==> src/rtl/fetch_sequencer_pkg.sv <==
`default_nettype none
// +----------------------------------------------------------------------------+
// | Module  : fetch_sequencer_pkg                                               |
// | Purpose : Shared definitions for the fetch sequencer and its neighbours:    |
// |           opcode values, execute-class bounds, instruction register field   |
// |           positions, FSM state encoding and a decode helper.                |
// | Ports   : none (package)                                                    |
// | Rev     : 1.0  initial release                                              |
// +----------------------------------------------------------------------------+
package fetch_sequencer_pkg;

  // Instruction register field positions (IR[7:4] opcode, IR[3:0] operand)
  localparam int c_op_msb  = 7;
  localparam int c_op_lsb  = 4;
  localparam int c_arg_msb = 3;
  localparam int c_arg_lsb = 0;

  // Opcodes
  localparam logic [3:0] c_op_nop   = 4'h0;
  localparam logic [3:0] c_op_ex_lo = 4'h1;
  localparam logic [3:0] c_op_ex_hi = 4'hB;
  localparam logic [3:0] c_op_jmp   = 4'hC;
  localparam logic [3:0] c_op_jz    = 4'hD;
  localparam logic [3:0] c_op_jnz   = 4'hE;
  localparam logic [3:0] c_op_hlt   = 4'hF;

  typedef enum logic [2:0] {
    S_IDLE  = 3'd0,
    S_FETCH = 3'd1,
    S_EXEC  = 3'd2,
    S_WAIT  = 3'd3,
    S_HALT  = 3'd4,
    S_FAULT = 3'd5
  } state_t;

  // Opcodes handed to the datapath through the EX handshake
  function automatic logic is_ex_class(input logic [3:0] op);
    return (op >= c_op_ex_lo) && (op <= c_op_ex_hi);
  endfunction

endpackage : fetch_sequencer_pkg
`default_nettype wire

==> src/rtl/fetch_sequencer_if.sv <==
`default_nettype none
// +----------------------------------------------------------------------------+
// | Module  : fetch_sequencer_if                                                |
// | Purpose : Bundle of the sequencer's control/bus signals.                    |
// |           master = sequencer side, slave = ROM/datapath/system side.        |
// |           run      : start/resume request                                   |
// |           rom_addr : ROM address (= PC)     rom_data : ROM instruction word |
// |           ex_req/ex_op/ex_arg : execute request to datapath                 |
// |           ex_ack   : datapath done          zero : datapath zero flag       |
// |           halted / fault : status                                           |
// | Rev     : 1.0  initial release                                              |
// +----------------------------------------------------------------------------+
interface fetch_sequencer_if #(
  parameter int ADDR_W = 4,
  parameter int DATA_W = 8
);
  logic              run;
  logic [ADDR_W-1:0] rom_addr;
  logic [DATA_W-1:0] rom_data;
  logic              ex_req;
  logic [3:0]        ex_op;
  logic [3:0]        ex_arg;
  logic              ex_ack;
  logic              zero;
  logic              halted;
  logic              fault;

  modport master (
    input  run, rom_data, ex_ack, zero,
    output rom_addr, ex_req, ex_op, ex_arg, halted, fault
  );

  modport slave (
    output run, rom_data, ex_ack, zero,
    input  rom_addr, ex_req, ex_op, ex_arg, halted, fault
  );
endinterface : fetch_sequencer_if
`default_nettype wire

==> src/rtl/pc_loadable.sv <==
`default_nettype none
// +----------------------------------------------------------------------------+
// | Module  : pc_loadable                                                       |
// | Purpose : Program counter register with parallel load and increment.       |
// |           Load has priority over increment; increment wraps silently.       |
// | Ports   : clk, rst_n (async, active-low), inc, ld, d[ADDR_W], q[ADDR_W]     |
// | Rev     : 1.0  initial release                                              |
// +----------------------------------------------------------------------------+
module pc_loadable #(
  parameter int ADDR_W = 4
) (
  input  wire logic              clk,
  input  wire logic              rst_n,
  input  wire logic              inc,
  input  wire logic              ld,
  input  wire logic [ADDR_W-1:0] d,
  output logic      [ADDR_W-1:0] q
);

  logic [ADDR_W-1:0] r_pc;

  always_ff @(posedge clk or negedge rst_n) begin
    if (!rst_n) begin
      r_pc <= '0;
    end else if (ld) begin
      r_pc <= d;
    end else if (inc) begin
      r_pc <= r_pc + 1'b1;
    end
  end

  assign q = r_pc;

endmodule : pc_loadable
`default_nettype wire

==> src/rtl/fetch_sequencer.sv <==
`default_nettype none
// +----------------------------------------------------------------------------+
// | Module  : fetch_sequencer                                                   |
// | Purpose : Control unit sequencing PC and instruction ROM: fetch, decode,    |
// |           branch, hand execute-class ops to the datapath, halt, and fault   |
// |           on an execute acknowledge timeout.                                |
// | Ports   : clk, rst_n (async, active-low),                                   |
// |           bus (fetch_sequencer_if.master): run, rom_addr, rom_data,         |
// |           ex_req, ex_op, ex_arg, ex_ack, zero, halted, fault                |
// | Rev     : 1.0  initial release                                              |
// +----------------------------------------------------------------------------+
module fetch_sequencer
  import fetch_sequencer_pkg::*;
#(
  parameter int ADDR_W     = 4,
  parameter int DATA_W     = 8,
  parameter int EX_TIMEOUT = 8
) (
  input  wire logic         clk,
  input  wire logic         rst_n,
  fetch_sequencer_if.master bus
);

  localparam int c_cnt_w = (EX_TIMEOUT > 1) ? $clog2(EX_TIMEOUT) : 1;
  localparam logic [c_cnt_w-1:0] c_cnt_last = c_cnt_w'(EX_TIMEOUT - 1);

  state_t             r_state;
  logic [DATA_W-1:0]  r_ir;
  logic [c_cnt_w-1:0] r_cnt;
  logic               r_ex_req;
  logic [3:0]         r_ex_op;
  logic [3:0]         r_ex_arg;
  logic               r_halted;
  logic               r_fault;

  logic [3:0]         w_op;
  logic [3:0]         w_arg;
  logic               w_taken;
  logic               w_pc_inc;
  logic               w_pc_ld;
  logic [ADDR_W-1:0]  w_pc;

  assign w_op  = r_ir[c_op_msb:c_op_lsb];
  assign w_arg = r_ir[c_arg_msb:c_arg_lsb];

  // Branch decision is made in EXEC using the live zero flag
  always_comb begin
    w_taken = 1'b0;
    case (w_op)
      c_op_jmp: w_taken = 1'b1;
      c_op_jz:  w_taken = bus.zero;
      c_op_jnz: w_taken = !bus.zero;
      default:  w_taken = 1'b0;
    endcase
  end

  assign w_pc_inc = (r_state == S_FETCH);
  assign w_pc_ld  = (r_state == S_EXEC) && w_taken;

  pc_loadable #(
    .ADDR_W (ADDR_W)
  ) u_pc (
    .clk   (clk),
    .rst_n (rst_n),
    .inc   (w_pc_inc),
    .ld    (w_pc_ld),
    .d     (ADDR_W'(w_arg)),
    .q     (w_pc)
  );

  always_ff @(posedge clk or negedge rst_n) begin
    if (!rst_n) begin
      r_state  <= S_IDLE;
      r_ir     <= '0;
      r_cnt    <= '0;
      r_ex_req <= 1'b0;
      r_ex_op  <= 4'h0;
      r_ex_arg <= 4'h0;
      r_halted <= 1'b0;
      r_fault  <= 1'b0;
    end else begin
      case (r_state)
        S_IDLE: begin
          if (bus.run) r_state <= S_FETCH;
        end
        S_FETCH: begin
          r_ir    <= bus.rom_data;
          r_state <= S_EXEC;
        end
        S_EXEC: begin
          if (w_op == c_op_hlt) begin
            r_state  <= S_HALT;
            r_halted <= 1'b1;
          end else if (is_ex_class(w_op)) begin
            // Operands captured here so they stay stable for the whole WAIT
            r_state  <= S_WAIT;
            r_cnt    <= '0;
            r_ex_req <= 1'b1;
            r_ex_op  <= w_op;
            r_ex_arg <= w_arg;
          end else begin
            r_state <= S_FETCH;
          end
        end
        S_WAIT: begin
          // An acknowledge on the last allowed cycle still completes normally
          if (bus.ex_ack) begin
            r_state  <= S_FETCH;
            r_ex_req <= 1'b0;
          end else if (r_cnt == c_cnt_last) begin
            r_state  <= S_FAULT;
            r_ex_req <= 1'b0;
            r_fault  <= 1'b1;
          end else begin
            r_cnt <= r_cnt + 1'b1;
          end
        end
        S_HALT: begin
          if (bus.run) begin
            r_state  <= S_FETCH;
            r_halted <= 1'b0;
          end
        end
        S_FAULT: begin
          r_state <= S_FAULT;
        end
        default: begin
          r_state <= S_IDLE;
        end
      endcase
    end
  end

  assign bus.rom_addr = w_pc;
  assign bus.ex_req   = r_ex_req;
  assign bus.ex_op    = r_ex_op;
  assign bus.ex_arg   = r_ex_arg;
  assign bus.halted   = r_halted;
  assign bus.fault    = r_fault;

endmodule : fetch_sequencer
`default_nettype wire

==> src/flat_wrapper.sv <==
// flat-port wrapper written by rule: the top's interface ports become plain ports
module fetch_sequencer_flat import fetch_sequencer_pkg::*;
#(
  parameter int ADDR_W     = 4,
  parameter int DATA_W     = 8,
  parameter int EX_TIMEOUT = 8
)
  (clk, rst_n, bus_run, bus_rom_data, bus_ex_ack, bus_zero, bus_rom_addr, bus_ex_req, bus_ex_op, bus_ex_arg, bus_halted, bus_fault);
  fetch_sequencer_if #(.ADDR_W(ADDR_W), .DATA_W(DATA_W)) bus_i ();
  input  wire logic clk;
  input  wire logic rst_n;
  input wire logic [$bits(bus_i.run)-1:0] bus_run;
  input wire logic [$bits(bus_i.rom_data)-1:0] bus_rom_data;
  input wire logic [$bits(bus_i.ex_ack)-1:0] bus_ex_ack;
  input wire logic [$bits(bus_i.zero)-1:0] bus_zero;
  output wire logic [$bits(bus_i.rom_addr)-1:0] bus_rom_addr;
  output wire logic [$bits(bus_i.ex_req)-1:0] bus_ex_req;
  output wire logic [$bits(bus_i.ex_op)-1:0] bus_ex_op;
  output wire logic [$bits(bus_i.ex_arg)-1:0] bus_ex_arg;
  output wire logic [$bits(bus_i.halted)-1:0] bus_halted;
  output wire logic [$bits(bus_i.fault)-1:0] bus_fault;
  assign bus_i.run = bus_run;
  assign bus_i.rom_data = bus_rom_data;
  assign bus_i.ex_ack = bus_ex_ack;
  assign bus_i.zero = bus_zero;
  assign bus_rom_addr = bus_i.rom_addr;
  assign bus_ex_req = bus_i.ex_req;
  assign bus_ex_op = bus_i.ex_op;
  assign bus_ex_arg = bus_i.ex_arg;
  assign bus_halted = bus_i.halted;
  assign bus_fault = bus_i.fault;
  fetch_sequencer #(.ADDR_W(ADDR_W), .DATA_W(DATA_W), .EX_TIMEOUT(EX_TIMEOUT)) u_core (.clk(clk), .rst_n(rst_n), .bus(bus_i));
endmodule
==> config.mk <==
export PLATFORM = sky130hd
export DESIGN_NAME = fetch_sequencer_flat
export DESIGN_NICKNAME = d
export VERILOG_FILES = /design/src/rtl/fetch_sequencer_pkg.sv /design/src/rtl/fetch_sequencer_if.sv /design/src/rtl/pc_loadable.sv /design/src/rtl/fetch_sequencer.sv /design/src/flat_wrapper.sv
export SDC_FILE = /design/constraint.sdc
export NUM_CORES = 1
export LEC_CHECK = 0
export CAP_MARGIN = 15
export CELL_PAD_IN_SITES_DETAIL_PLACEMENT = 0
export CELL_PAD_IN_SITES_GLOBAL_PLACEMENT = 1
export CORE_ASPECT_RATIO = 1.1
export CORE_MARGIN = 8
export CORE_UTILIZATION = 36
export DETAILED_ROUTE_END_ITERATION = 16
export PLACE_DENSITY = 0.82
export SKIP_CTS_REPAIR_TIMING = 1
export SLEW_MARGIN = 20
export SYNTH_ARGS = -nofsm -noshare
export SYNTH_HDL_FRONTEND = slang
export SYNTH_HIERARCHICAL = 1
export SYNTH_SLANG_ARGS = --single-unit
export TNS_END_PERCENT = 10
==> constraint.sdc <==
create_clock -name clk -period 4.8 [get_ports clk]
set_input_delay 1.2 -clock clk [delete_from_list [all_inputs] [get_ports clk]]
set_output_delay 1.2 -clock clk [all_outputs]
set_load 0.05 [all_outputs]
==> run metrics <==
unrepaired setup endpoints after global routing=no; total number of vias=922; PD cells=256 nW/um^2; Leakage Power=0.000775 uW; Syn Inst Count=104; top cells by area, synth=dfrtp_1, mux2_2, mux2_4, ha_1, o21ai_0; vias per cell=4.96; RePlAce Congestion=0.720; GR Util met2=17.3%; CORE AREA=3630 sq um; DIE WIDTH=74.5 microns; RR Startpoint=u_core/r_state[0]$_DFFE_PN0P_; first-pass GRT wire length=4940 microns; drt wl/cell=15.2 microns; Starting Density=37.4%; max-slew violations=0; CP bufs+invs=1; diode count=0; # rows=23; peak supply drop=0.161 mV; Distinct cells, synth=38; GR peak layer=met2; CTS clk-pin slew, worst paths=0.07 ns; element type at the critical path start=flip-flop; Num CTS Buffers=5; Hold Vio Cnt, Final=0; cell area after synthesis=1360 sq um; CTS tree=done; routed wire length=2820 microns; grt met3 use=4.23%; Final Critical Period=2.74 ns; IO buf count=27; CP delay by family, top=buffers and inverters; Net Count, Synth=120; Async SR Flop Fraction=100%; met1 usage=12.4%; worst reg2reg setup slack=2.62 ns; detailed placement HPWL=2030 microns; GRT Util Overall=10.9%; H-Tree Depth=2; drt drc=0; Root Buffer=clkbuf_8; Worst slew margin=31.4%; final hold slack=0.480 ns; Synth top area share=53.5%; CTS sink cnt=29; Top Ports=28; Worst-Skew Late Latency=0.27 ns; DRT Pass-1 Iters=4; vias in the first global route=989; Worst Tran Pin Value=1.02 ns; predominant post-synthesis flop cell=dfrtp_1; clk_skew=0.0109 ns; Syn-to-layout area delta=28.9%; Setup TNS=0 ns; Critical Path Fanout Max=4; achievable frequency=365 MHz; CP max-delay cell=clkdlybuf4s50_1; stages on the worst setup path=1; total power=448 uW; initial antenna violation count=0; Setup crit end kind=primary output; run status=finished, final reports clean; Setup crit end=bus_rom_addr[0]; layout cells sized above 1=22.1%; die area=5990 sq um; Clock Path Buffers=2; Seq/Total Area, Yosys=53.5%; CP Cell Sequence=clkdlybuf4s50_1; worst hold path class=reg -> reg; CP required=3.60 ns; max-cap violation count=0; Layout Utilization=48.2%; Die Y=80.4 microns; Final #Nets=151; commonest non-fill, non-tap cell in the layout=dfrtp_1; WS Path Type=reg -> out; Ys Warns=6; Avg Cell Area, Syn=13.0 sq um; CP max stage delay=0.84 ns; Worst EP arrival=1.54 ns; critical path startpoint=u_core/u_pc/q[0]$_DFFE_PN0P_; GR Overflow Total=0; largest net degree at the start of global routing=30; Antenna Nets Post-Route=0; FF+latch count, synth=29; initial DRC count=105; r2r worst-path depth=5; # setup viols final=0; reg2reg end=u_core/u_pc/q[3]$_DFFE_PN0P_; Yosys top cell by area=dfrtp_1; commonest non-fill, non-tap cells in the layout=dfrtp_1, clkdlybuf4s50_1, mux2_2; period utilisation layout=57.0%; EDFF count, synth=0
==> cell usage after synthesis, drive strengths merged (2+ instances only) <==
master,number
nor2,7
nand2,4
nor3,2
dfrtp,29
buf,3
or3,2
ha,3
mux2i,2
inv,2
o21ai,7
nand4,2
o2bb2ai,2
xnor2,2
mux2,17
==> kinds of logic after synthesis <==
| kind of cell | synth area share (%) |
|---|---|
| AND/OR/NAND/NOR | 11.7 |
| XOR/XNOR | 1.94 |
| buffers and inverters | 3.41 |
| flip-flops | 53.5 |
| multiplexers | 17.3 |
| AO/OA/AOI/OAI | 9.41 |
| adder cells (fa/ha/maj) | 2.77 |
==> metal layers <==
layer	routed length [microns]	share of wire [%]	vias to the layer above
li1	-	-	437
met1	1150	41	463
met2	1500	53	20
met3	135	4.8	2
met4	40	1.4	0
met5	0	0	-
==> how the worst min path moves through the flow <==
stage,from,endpoint,slack (ns),cells past startpoint
5_1_grt,u_core/bus.fault$_DFFE_PN0P_,u_core/bus.fault$_DFFE_PN0P_,0.52,1
3_3_place_gp,u_core/bus.fault$_DFFE_PN0P_,u_core/bus.fault$_DFFE_PN0P_,0.46,1
6_report,u_core/bus.fault$_DFFE_PN0P_,u_core/bus.fault$_DFFE_PN0P_,0.48,1
2_1_floorplan,u_core/r_ir[2]$_DFFE_PN0P_,u_core/u_pc/q[2]$_DFFE_PN0P_,0.47,2
4_1_cts,u_core/bus.fault$_DFFE_PN0P_,u_core/bus.fault$_DFFE_PN0P_,0.49,1
3_5_place_dp,u_core/bus.fault$_DFFE_PN0P_,u_core/bus.fault$_DFFE_PN0P_,0.47,1
==> sequential cells by signal, indices dropped and copies added, names as in the netlist <==
| register | count |
|---|---|
| u_core/bus.ex_req | 1 |
| u_core/r_cnt | 3 |
| u_core/bus.fault | 1 |
| u_core/bus.halted | 1 |
| u_core/r_ir | 8 |
| u_core/bus.ex_op | 4 |
| u_core/bus.ex_arg | 4 |
| u_core/u_pc/q | 4 |
| u_core/r_state | 3 |
==> stage by stage <==
| stage | setup slack, ns | area [sq um] | instances |
|---|---|---|---|
| after floorplan | 2.63 | 1360 | 104 |
| after CTS | 2.04 | 1750 | 186 |
| after detailed placement | 2.03 | 1670 | 178 |
| final | 2.06 | 1750 | 186 |
| after global routing | 1.99 | 1750 | 186 |
| after global placement | 2.05 | 1660 | 178 |
==> report_power, final <==
group	total (uW)	internal, uW	switching [uW]
Combinational	16.6	9.72	6.86
Clock	186	100	86.4
Sequential	244	244	0
Total	448	354	93.2
==> final cells by class <==
class	count	area, sq um
Fill cell	359	1880
Sequential cell	29	726
Multi-Input combinational cell	69	592
Timing Repair Buffer	28	278
Clock buffer	6	72.6
Tap cell	50	62.6
Clock inverter	2	10.0
Inverter	2	7.51
Power figures use the tool's default switching activity.
